File: src/rtl/ds_modulator_tx.sv
// Second-order error-feedback delta-sigma modulator: zero-order-holds PCM samples
// for OSR ticks and shapes the requantisation error with NTF = (1 - z^-1)^2.
module ds_modulator_tx #(
  parameter int IN_WIDTH     = 16,
  parameter int OUTPUT_WIDTH = 5,
  parameter int OSR          = 128,
  parameter int CLK_DIV      = 1
) (
  input  logic                           clk,
  input  logic                           rst,
  input  logic                           en,
  input  logic                           in_valid,
  output logic                           in_ready,
  input  logic signed [IN_WIDTH-1:0]     in_data,
  output logic                           out_valid,
  output logic signed [OUTPUT_WIDTH-1:0] out_data,
  output logic                           frame_start,
  output logic                           underrun,
  input  logic                           underrun_clr
);

  localparam int SHIFT = IN_WIDTH - OUTPUT_WIDTH;
  localparam int EW    = SHIFT + 2;
  localparam int XW    = IN_WIDTH + 4;
  localparam int PW    = (OSR > 1) ? $clog2(OSR) : 1;
  localparam int DW    = (CLK_DIV > 1) ? $clog2(CLK_DIV) : 1;

  localparam logic signed [XW-1:0]           C_HALF = XW'(2 ** (SHIFT - 1));
  localparam logic signed [XW-1:0]           C_YMAX = XW'(2 ** (OUTPUT_WIDTH - 1) - 1);
  localparam logic signed [XW-1:0]           C_YMIN = -C_YMAX;
  localparam logic signed [XW-1:0]           C_EMAX = XW'(2 ** (SHIFT + 1) - 1);
  localparam logic signed [XW-1:0]           C_EMIN = XW'(-(2 ** (SHIFT + 1)));
  localparam logic signed [OUTPUT_WIDTH-1:0] Y_MAX  = OUTPUT_WIDTH'(2 ** (OUTPUT_WIDTH - 1) - 1);
  localparam logic signed [OUTPUT_WIDTH-1:0] Y_MIN  = -Y_MAX;
  localparam logic signed [EW-1:0]           E_MAX  = EW'(2 ** (SHIFT + 1) - 1);
  localparam logic signed [EW-1:0]           E_MIN  = EW'(-(2 ** (SHIFT + 1)));

  logic signed [IN_WIDTH-1:0]     r_cur;
  logic signed [IN_WIDTH-1:0]     r_nbuf;
  logic                           r_full;
  logic signed [EW-1:0]           r_e1;
  logic signed [EW-1:0]           r_e2;
  logic [PW-1:0]                  r_phase;
  logic [DW-1:0]                  r_div;

  logic                           w_tick;
  logic                           w_last;
  logic                           w_accept;
  logic signed [XW-1:0]           w_v;
  logic signed [XW-1:0]           w_q;
  logic signed [XW-1:0]           w_d;
  logic signed [OUTPUT_WIDTH-1:0] w_y;
  logic signed [EW-1:0]           w_e;

  assign in_ready = !r_full;
  assign w_tick   = en && (r_div == DW'(CLK_DIV - 1));
  assign w_last   = (r_phase == PW'(OSR - 1));
  assign w_accept = in_valid && !r_full;

  // Quantiser and shaped error for the current tick, from registered state only.
  always_comb begin
    w_v = XW'(r_cur) + (XW'(r_e1) <<< 1) - XW'(r_e2);
    w_q = (w_v + C_HALF) >>> SHIFT;
    if (w_q > C_YMAX) begin
      w_y = Y_MAX;
    end else if (w_q < C_YMIN) begin
      w_y = Y_MIN;
    end else begin
      w_y = w_q[OUTPUT_WIDTH-1:0];
    end
    w_d = w_v - (XW'(w_y) <<< SHIFT);
    // Clamp only matters once the quantiser saturates near full scale.
    if (w_d > C_EMAX) begin
      w_e = E_MAX;
    end else if (w_d < C_EMIN) begin
      w_e = E_MIN;
    end else begin
      w_e = w_d[EW-1:0];
    end
  end

  // Tick divider, frame sequencing, sample buffer, loop state and output registers.
  always_ff @(posedge clk) begin
    if (rst) begin
      r_cur       <= '0;
      r_nbuf      <= '0;
      r_full      <= 1'b0;
      r_e1        <= '0;
      r_e2        <= '0;
      r_phase     <= '0;
      r_div       <= '0;
      out_valid   <= 1'b0;
      out_data    <= '0;
      frame_start <= 1'b0;
      underrun    <= 1'b0;
    end else begin
      if (en) begin
        r_div <= (r_div == DW'(CLK_DIV - 1)) ? DW'(0) : r_div + DW'(1);
      end

      out_valid   <= w_tick;
      frame_start <= w_tick && (r_phase == PW'(0));

      if (w_tick) begin
        out_data <= w_y;
        r_e2     <= r_e1;
        r_e1     <= w_e;
        r_phase  <= w_last ? PW'(0) : r_phase + PW'(1);
      end

      // The boundary sees the buffer as it was before any same-cycle transfer.
      if (w_tick && w_last && r_full) begin
        r_cur <= r_nbuf;
      end

      if (w_accept) begin
        r_nbuf <= in_data;
        r_full <= 1'b1;
      end else if (w_tick && w_last && r_full) begin
        r_full <= 1'b0;
      end

      if (w_tick && w_last && !r_full) begin
        underrun <= 1'b1;
      end else if (underrun_clr) begin
        underrun <= 1'b0;
      end
    end
  end

endmodule

File: config.mk
export PLATFORM = sky130hd
export DESIGN_NAME = ds_modulator_tx
export DESIGN_NICKNAME = d
export VERILOG_FILES = /design/src/rtl/ds_modulator_tx.sv
export SDC_FILE = /design/constraint.sdc
export NUM_CORES = 1
export LEC_CHECK = 0
export ABC_AREA = 1
export CELL_PAD_IN_SITES_DETAIL_PLACEMENT = 0
export CELL_PAD_IN_SITES_GLOBAL_PLACEMENT = 1
export CORE_ASPECT_RATIO = 0.75
export CORE_MARGIN = 2
export CORE_UTILIZATION = 40
export DETAILED_ROUTE_END_ITERATION = 6
export MAX_ROUTING_LAYER = met4
export PLACE_DENSITY_LB_ADDON = 0.1
export SLEW_MARGIN = 10
export SYNTH_ARGS = -nofsm -noshare
export SYNTH_HDL_FRONTEND = slang
export SYNTH_SLANG_ARGS = --single-unit
File: constraint.sdc
create_clock -name clk -period 6.2 [get_ports clk]
set_input_delay 1.24 -clock clk [delete_from_list [all_inputs] [get_ports clk]]
set_output_delay 1.24 -clock clk [all_outputs]
set_load 0.02 [all_outputs]
* After elaboration in Yosys (flattened, before gate mapping) *
Cells that the tools add are included.
W data, S select, Z words.

cells by class
  add/sub/neg operators = 6
  magnitude comparators = 4
  equality and inequality tests = 1
  muxes and demuxes = 10
  bitwise gates (word level) = 1
  reduce and logical (&&, ||, !) cells = 10

operators by type and width
  kind                      count
  $mux W13                  2
  $add A18 B12 Y19 const B  1
  $gt A19 B13 Y1 const B    1
  $lt A19 B13 Y1 const B    1
  $sub A18 B16 Y19          1
  $sub A17 B13 Y18          1
  $add A16 B14 Y17          1
  $mux W5                   2
  $gt A8 B5 Y1 const B      1
  $lt A8 B5 Y1 const B      1
  $add A7 B1 Y7 const B     1
  $eq A7 B7 Y1 const B      1
  $logic_not A7 Y1          1
  $mux W7                   1
  $logic_and A1 B1 Y1       6
  $mux W1                   5
  $reduce_bool A2 Y1        2
  $add A1 B1 Y1 const B     1
  $logic_not A1 Y1          1
  $not A1 Y1                1

word-level totals
  bits in registers = 75
  input bits = 21
  output and inout port bits = 9
  logic and storage cells = 43

* Longest topological paths before layout *
Gate-level depths: netlist (run 1).

  word-level depth = 10
  mapped depth = 36
  depth with buffers taken out = 36

* Worst setup path before layout (run 1) *
Ideal clock, no wire load.

  kind = reg2reg
  from = register r_cur[1]
  to = register r_e1[10]
  setup time = 129 ps
  arrival = 4454 ps
  required time = 6071 ps
  path slack = 1617 ps
  stages on the path, launching flop included = 31
  buffers on the path = 0
  clock period less this slack = 4583 ps
  cells stage by stage = dfxtp_1 -> fa_1 -> ha_1 -> inv_1 -> fa_1 -> inv_1 -> nand3_1 -> nand3_1 -> nand2_1 -> nand2_1 -> ha_1 -> nand3_1 -> nor2_4 -> nand2_2 -> nand2_2 -> inv_2 -> nand2_4 -> nand3_4 -> ha_1 -> fa_1 -> o21ai_1 -> a21oi_1 -> nor2_1 -> nor2_1 -> xor2_1 -> nor2_1 -> nand3b_1 -> nand2_1 -> inv_1 -> nor2_2 -> a21oi_1

on the way
  cells in the longest elaborated chain, start to end = 10
  elaborated cells between the ends (all ways) = 12
  classes of those cells = add/sub (4); order compare (4); mux (4)

ends and longest elaborated chain
  element                 line  RTL
  from (decl)             38    logic signed [IN_WIDTH-1:0] r_cur;
  from (signal assigned)  113   r_cur <= r_nbuf;
  $add A16 B14 Y17 (*)    62    w_v = XW'(r_cur) + (XW'(r_e1) <<< 1) - XW'(r_e2);
  $sub A17 B13 Y18 (*)    62
  $add A18 B12 Y19 (*)    63    w_q = (w_v + C_HALF) >>> SHIFT;
  $lt A8 B5 Y1            66    end else if (w_q < C_YMIN) begin
  $mux W5                 66
  $mux W5 (*)             64    if (w_q > C_YMAX) begin
  via w_y[0]              52    logic signed [OUTPUT_WIDTH-1:0] w_y;
  $sub A18 B16 Y19 (*)    71    w_d = w_v - (XW'(w_y) <<< SHIFT);
  $lt A19 B13 Y1          75    end else if (w_d < C_EMIN) begin
  $mux W13                75
  $mux W13 (*)            73    if (w_d > C_EMAX) begin
  to (signal assigned)    107   r_e1 <= w_e;
  to (decl)               41    logic signed [EW-1:0] r_e1;

Mark *: on every way through the listed nets, which the timed path passes. The rest lies on a longest branch.
A chain may end at the register's enable or synchronous reset.

* Worst setup path in the final report (run 1) *
  from = register r_cur[1]
  to = register r_e1[6]

The elaborated chain is that of the path after synthesis.

==> flow_summary.json, run 1 <==
{
  "status": "finished, final reports clean",
  "worst_slew_pin_slew_ns": 1.151,
  "async_flop_share": 0,
  "synth_fp_nets": 764,
  "cts.sinks": 74,
  "pin_count": 30,
  "netlist.area_leader.share": 0.3085,
  "min_period_ns": 5.305,
  "worstReg2RegStart": "r_cur[1]",
  "cts_tree": "done",
  "hold_start": "underrun",
  "synthToLayoutAreaGrowth_pct": 14.77,
  "vias": 4238,
  "required_ns": 6.39,
  "synth_cells": 699,
  "fin_skew_ns": 0.008584,
  "place.port_buffers": 29,
  "track_usage": 0.2001,
  "synth_area_um2": 4802,
  "crit_path_end_kind": "flip-flop",
  "synth_cell_type_count": 36,
  "clkLatencyLatePin_ns": 0.33,
  "cts_htree_levels": 3,
  "ys_top_cells_by_count": "nand2_1 (151), inv_1 (130), nor2_1 (79), dfxtp_1 (74), a21oi_1 (45)",
  "yosysTopAreaCell": "dfxtp_1",
  "critPathKind": "reg2reg",
  "slew_violations": 0,
  "row_count": 34,
  "start_util": 0.4120,
  "cts_hold_buf": 0,
  "grt_pass1_wl_mm": 20.19,
  "die_area_um2": 12910,
  "nets": 789,
  "ys_ff_latch": 74,
  "via_per_inst": 4.767,
  "slowest_delay_ns": 0.55,
  "numCtsBuffers": 9,
  "ys.flop_type": "dfxtp_1",
  "dpl.hpwl_mm": 8.749,
  "drt_first_iter_violations": 293,
  "synth-edff-count": 0,
  "drive_gt1_frac": 0.07015,
  "cp-startpoint": "r_cur[1]",
  "synth_most_common_cell": "nand2_1",
  "hold_viol_final": 0,
  "die_w_um": 130.5,
  "routabilityCongestion": 0.8929,
  "synth_seq_area_share": 0.3085,
  "firstDrtPassIters": 4,
  "diodes": 0,
  "cts_buffer_depth": 2,
  "grt_max_degree": 47,
  "cp_slowest_cell": "fa_1",
  "critPathLaunchType": "flip-flop",
  "drt-wirelength-per-cell_um": 12.79,
  "cts_setup_buffers": 0,
  "cap_violations": 0,
  "gr-total-overflow": 0,
  "synthTopCellsByArea": "dfxtp_1 (31%), nand2_1 (12%), inv_1 (10%)",
  "cp_max_fo": 8,
  "arrival_ns": 5.50,
  "post_cts_resized": 0,
  "finalSetupTns_ns": 0,
  "grt_pass1_vias": 4334,
  "fin_crit_sh": 0.8556,
  "max_freq_ghz": 0.1885,
  "drc": 0,
  "ys_warn_count": 0,
  "clk_pin_slew_ns": 0.06,
  "routed_wl_mm": 11.37,
  "antenna_found_initial": 0,
  "slew_headroom": 0.2280,
  "die_h_um": 98.89,
  "rsz0062_at_grt": "false",
  "hp-class": "reg2reg",
  "root_buffer": "clkbuf_16",
  "synth.avg_cell_area_um2": 6.870,
  "detail-route-antenna-nets": 0,
  "core_um2": 11660,
  "setup_viol": 0
}
==> flip-flops by register name, summed over array words and instances, names as in the netlist <==
name,flops
r_e1,13
r_nbuf,16
r_e2,13
out_data,5
r_full,1
underrun,1
out_valid,1
frame_start,1
r_phase,7
r_cur,16
==> cells by family (layout without fill, tap and decap cells) <==
group / after synthesis / count (layout) / share of synthesized area
xor+xnor: 12 / 12 / 0.02189
fa+ha+maj: 44 / 44 / 0.1412
flops: 74 / 74 / 0.3085
compound gates: 112 / 112 / 0.1287
buf+inv: 152 / 180 / 0.1188
simple gates: 305 / 305 / 0.2809
==> worst paths after layout <==
kind,end,slack (ns),cells past startpoint
worst min-delay path,underrun,0.46,2
worst max-delay path,r_e1[6],0.90,30
worst min register to register,underrun,0.46,2
worst max register to register,r_e1[6],0.90,30
==> critical path, delay by kind of cell (launching register included) <==
| kind | cells | cell delay (ns) |
|---|---|---|
| buf+inv | 4 | 0.33 |
| simple gates | 16 | 1.82 |
| compound gates | 3 | 0.49 |
| fa+ha+maj | 6 | 2.02 |
| flops | 1 | 0.34 |
| xor+xnor | 1 | 0.15 |
==> routing by layer <==
layer,routed length [um],GRT usage,vias to the layer above
li1,-,-,2228
met1,5761,0.2696,1925
met2,5019,0.3137,71
met3,414,0.03420,14
met4,172,0.04910,0
met5,0,-,-
==> per-stage QoR <==
step	hold slack, ns	instances	worst slack [ns]	util	instance area (um^2)
after floorplan	0.4453	699	1.617	-	4802
after global placement	0.4511	875	1.064	0.4504	5250
after detailed placement	0.4575	875	0.9271	0.4504	5250
after CTS	0.4658	889	0.9018	0.4728	5512
after global routing	0.4948	889	0.3427	0.4728	5512
final	0.4595	889	0.8952	0.4728	5512
==> layout make-up <==
type                       count  area, um^2
fill                        1225        6145
multi-input combinational    473        2750
sequential                    74        1481
inverter                     134       503.0
timing repair buffer          32       312.8
clock buffer                  12       246.5
tap                          162       202.7
clock inverter                 2       15.01
==> placed cells by master (no fill, tap or decap), types with 24 or more instances in the layout <==
cell type / Yosys / layout
nand2_1: 151 / 151
inv_1: 130 / 129
nor2_1: 79 / 79
dfxtp_1: 74 / 74
a21oi_1: 45 / 45
o21ai_0: 41 / 41
clkdlybuf4s50_1: 0 / 29
ha_1: 27 / 27
nand3_1: 24 / 24
Power of run 1 is not shown: default switching activity piles up to over one toggle a cycle in this logic, so the estimate is an artifact.
==> run 2, diff against run 1 <==
Settings changed: CAP_MARGIN set to 20, CORE_UTILIZATION 40 to 39.
Clock period 6.2 ns to 4.76 ns, I/O delays scaled along.
==> flow_summary.json, run 2 (synthesis gave the netlist of run 1 again) <==
{
  "cp_max_fo": 8,
  "worst_slew_pin_slew_ns": 0.9841,
  "diodes": 0,
  "final_cell_mix": "nand2_1 (123), inv_1 (114), nor2_1 (74)",
  "track_usage": 0.1925,
  "final-seq-area_um2": 1498,
  "start_util": 0.3959,
  "critPathKind": "reg2reg",
  "drive_gt1_frac": 0.2657,
  "core_um2": 12130,
  "die_area_um2": 13230,
  "required_ns": 4.97,
  "hold_viol_final": 0,
  "multi_input_area_um2": 3271,
  "cts_htree_levels": 3,
  "wl_met2_mm": 5.693,
  "wirelength_met1_mm": 5.881,
  "row_count": 35,
  "nets": 839,
  "place.port_buffers": 29,
  "routed_wl_mm": 12.13,
  "firstDrtPassIters": 4,
  "arrival_ns": 4.87,
  "grt_max_degree": 47,
  "dp_cells": 916,
  "dpl_cell_area_um2": 5545,
  "n_fill_cell": 1203,
  "top_layer": "met4",
  "critPathLaunchType": "flip-flop",
  "worstReg2RegStart": "r_cur[1]",
  "status": "finished, final reports clean",
  "cts_hold_buf": 0,
  "root_buffer": "clkbuf_16",
  "vias": 4475,
  "hp-class": "reg2reg",
  "max_freq_ghz": 0.2148,
  "final_common_cell": "nand2_1",
  "finalSetupTns_ns": 0,
  "detail-route-antenna-nets": 0,
  "die_h_um": 100.1,
  "cap_violations": 0,
  "stdcell_count": 945,
  "slowest_delay_ns": 0.54,
  "pin_count": 30,
  "fin_area_um2": 6455,
  "r2r_slack_ns": 0.11,
  "slew_headroom": 0.3432,
  "die_w_um": 132.1,
  "holdWs_ns": 0.4661,
  "drt-wirelength-per-cell_um": 12.83,
  "reg_top3": "r_cur: 16 flops, r_nbuf: 16 flops",
  "routabilityCongestion": 0.8862,
  "numCtsBuffers": 9,
  "cts_buffer_depth": 2,
  "cts.sinks": 74,
  "synthToLayoutAreaGrowth_pct": 34.42,
  "slew_violations": 0,
  "setup_viol": 0,
  "reg2regPathDepth": 31,
  "met3_length_um": 390,
  "antenna_found_initial": 0,
  "crit_path_end_kind": "flip-flop",
  "dpl.hpwl_mm": 8.840,
  "drc": 0,
  "gr-total-overflow": 0,
  "cp-startpoint": "r_cur[1]",
  "fin_crit_sh": 0.9779,
  "clkLatencyLatePin_ns": 0.33,
  "fin_skew_ns": 0.004959,
  "crit_end": "r_e1[8]",
  "grt_pass1_wl_mm": 20.06,
  "via_per_inst": 4.735,
  "min_period_ns": 4.655,
  "drt_first_iter_violations": 158,
  "rr_endpoint": "r_e1[8]",
  "clk_pin_slew_ns": 0.06,
  "cp_slowest_cell": "fa_1",
  "grt_pass1_vias": 4368,
  "rsz0062_at_grt": "true",
  "cts_tree": "done"
}
[run 2: cell count changes in the layout (fill, tap and decap cells not counted), sizes merged]
cell	change
buf	+50
clkinv	+3
clkbuf	-1
clkinvlp	-1
inv	+1
[run 2: final cells by class]
type | instances | area share
Clock inverter | 5 | 0.004846
Timing Repair Buffer | 82 | 0.1103
Tap cell | 166 | 0.03218
Sequential cell | 74 | 0.2320
Multi-Input combinational cell | 473 | 0.5067
Inverter | 134 | 0.07792
Clock buffer | 11 | 0.03605
[run 2: through the flow]
stage | util | setup WS (ns)
after global routing | 0.5321 | -0.1979
final | 0.5321 | 0.1052
after global placement | 0.4571 | -0.01799
after floorplan | - | 0.1775
after CTS | 0.4807 | 0.001220
after detailed placement | 0.4571 | -0.05140
[run 2: per-layer routing]
layer / up-vias / track usage
met1: 2079 / 0.2473
li1: 2335 / -
met2: 45 / 0.3149
met4: 0 / 0.04431
met5: - / -
met3: 16 / 0.03939
[run 2: how the worst min path moves through the flow]
| stage | end | start | cells past startpoint | slack, ns |
|---|---|---|---|---|
| floorplan | r_cur[0] | r_cur[0] | 2 | 0.45 |
| global placement | underrun | underrun | 2 | 0.45 |
| detailed placement | r_e1[2] | r_e1[2] | 2 | 0.46 |
| CTS | r_e1[2] | r_e1[2] | 2 | 0.46 |
| global route | r_e1[1] | r_e1[1] | 2 | 0.50 |
| finish | underrun | underrun | 2 | 0.47 |
[run 2: worst max-delay path, delay by kind of cell, from the launching register on]
family          cells  cell delay [ns]
flops               1             0.33
simple gates       17             1.49
xor+xnor            1             0.16
fa+ha+maj           6             1.87
compound gates      3             0.32
buf+inv             4             0.35
[run 2: repair_timing]
| action | in CTS | in global routing |
|---|---|---|
| pin swaps | 0 | 45 |
| setup buffers | 0 | 12 |
| gates resized for setup | 6 | 128 |
| endpoints found under the setup margin | 12 | 13 |
Power of run 2 is left out for the same reason.
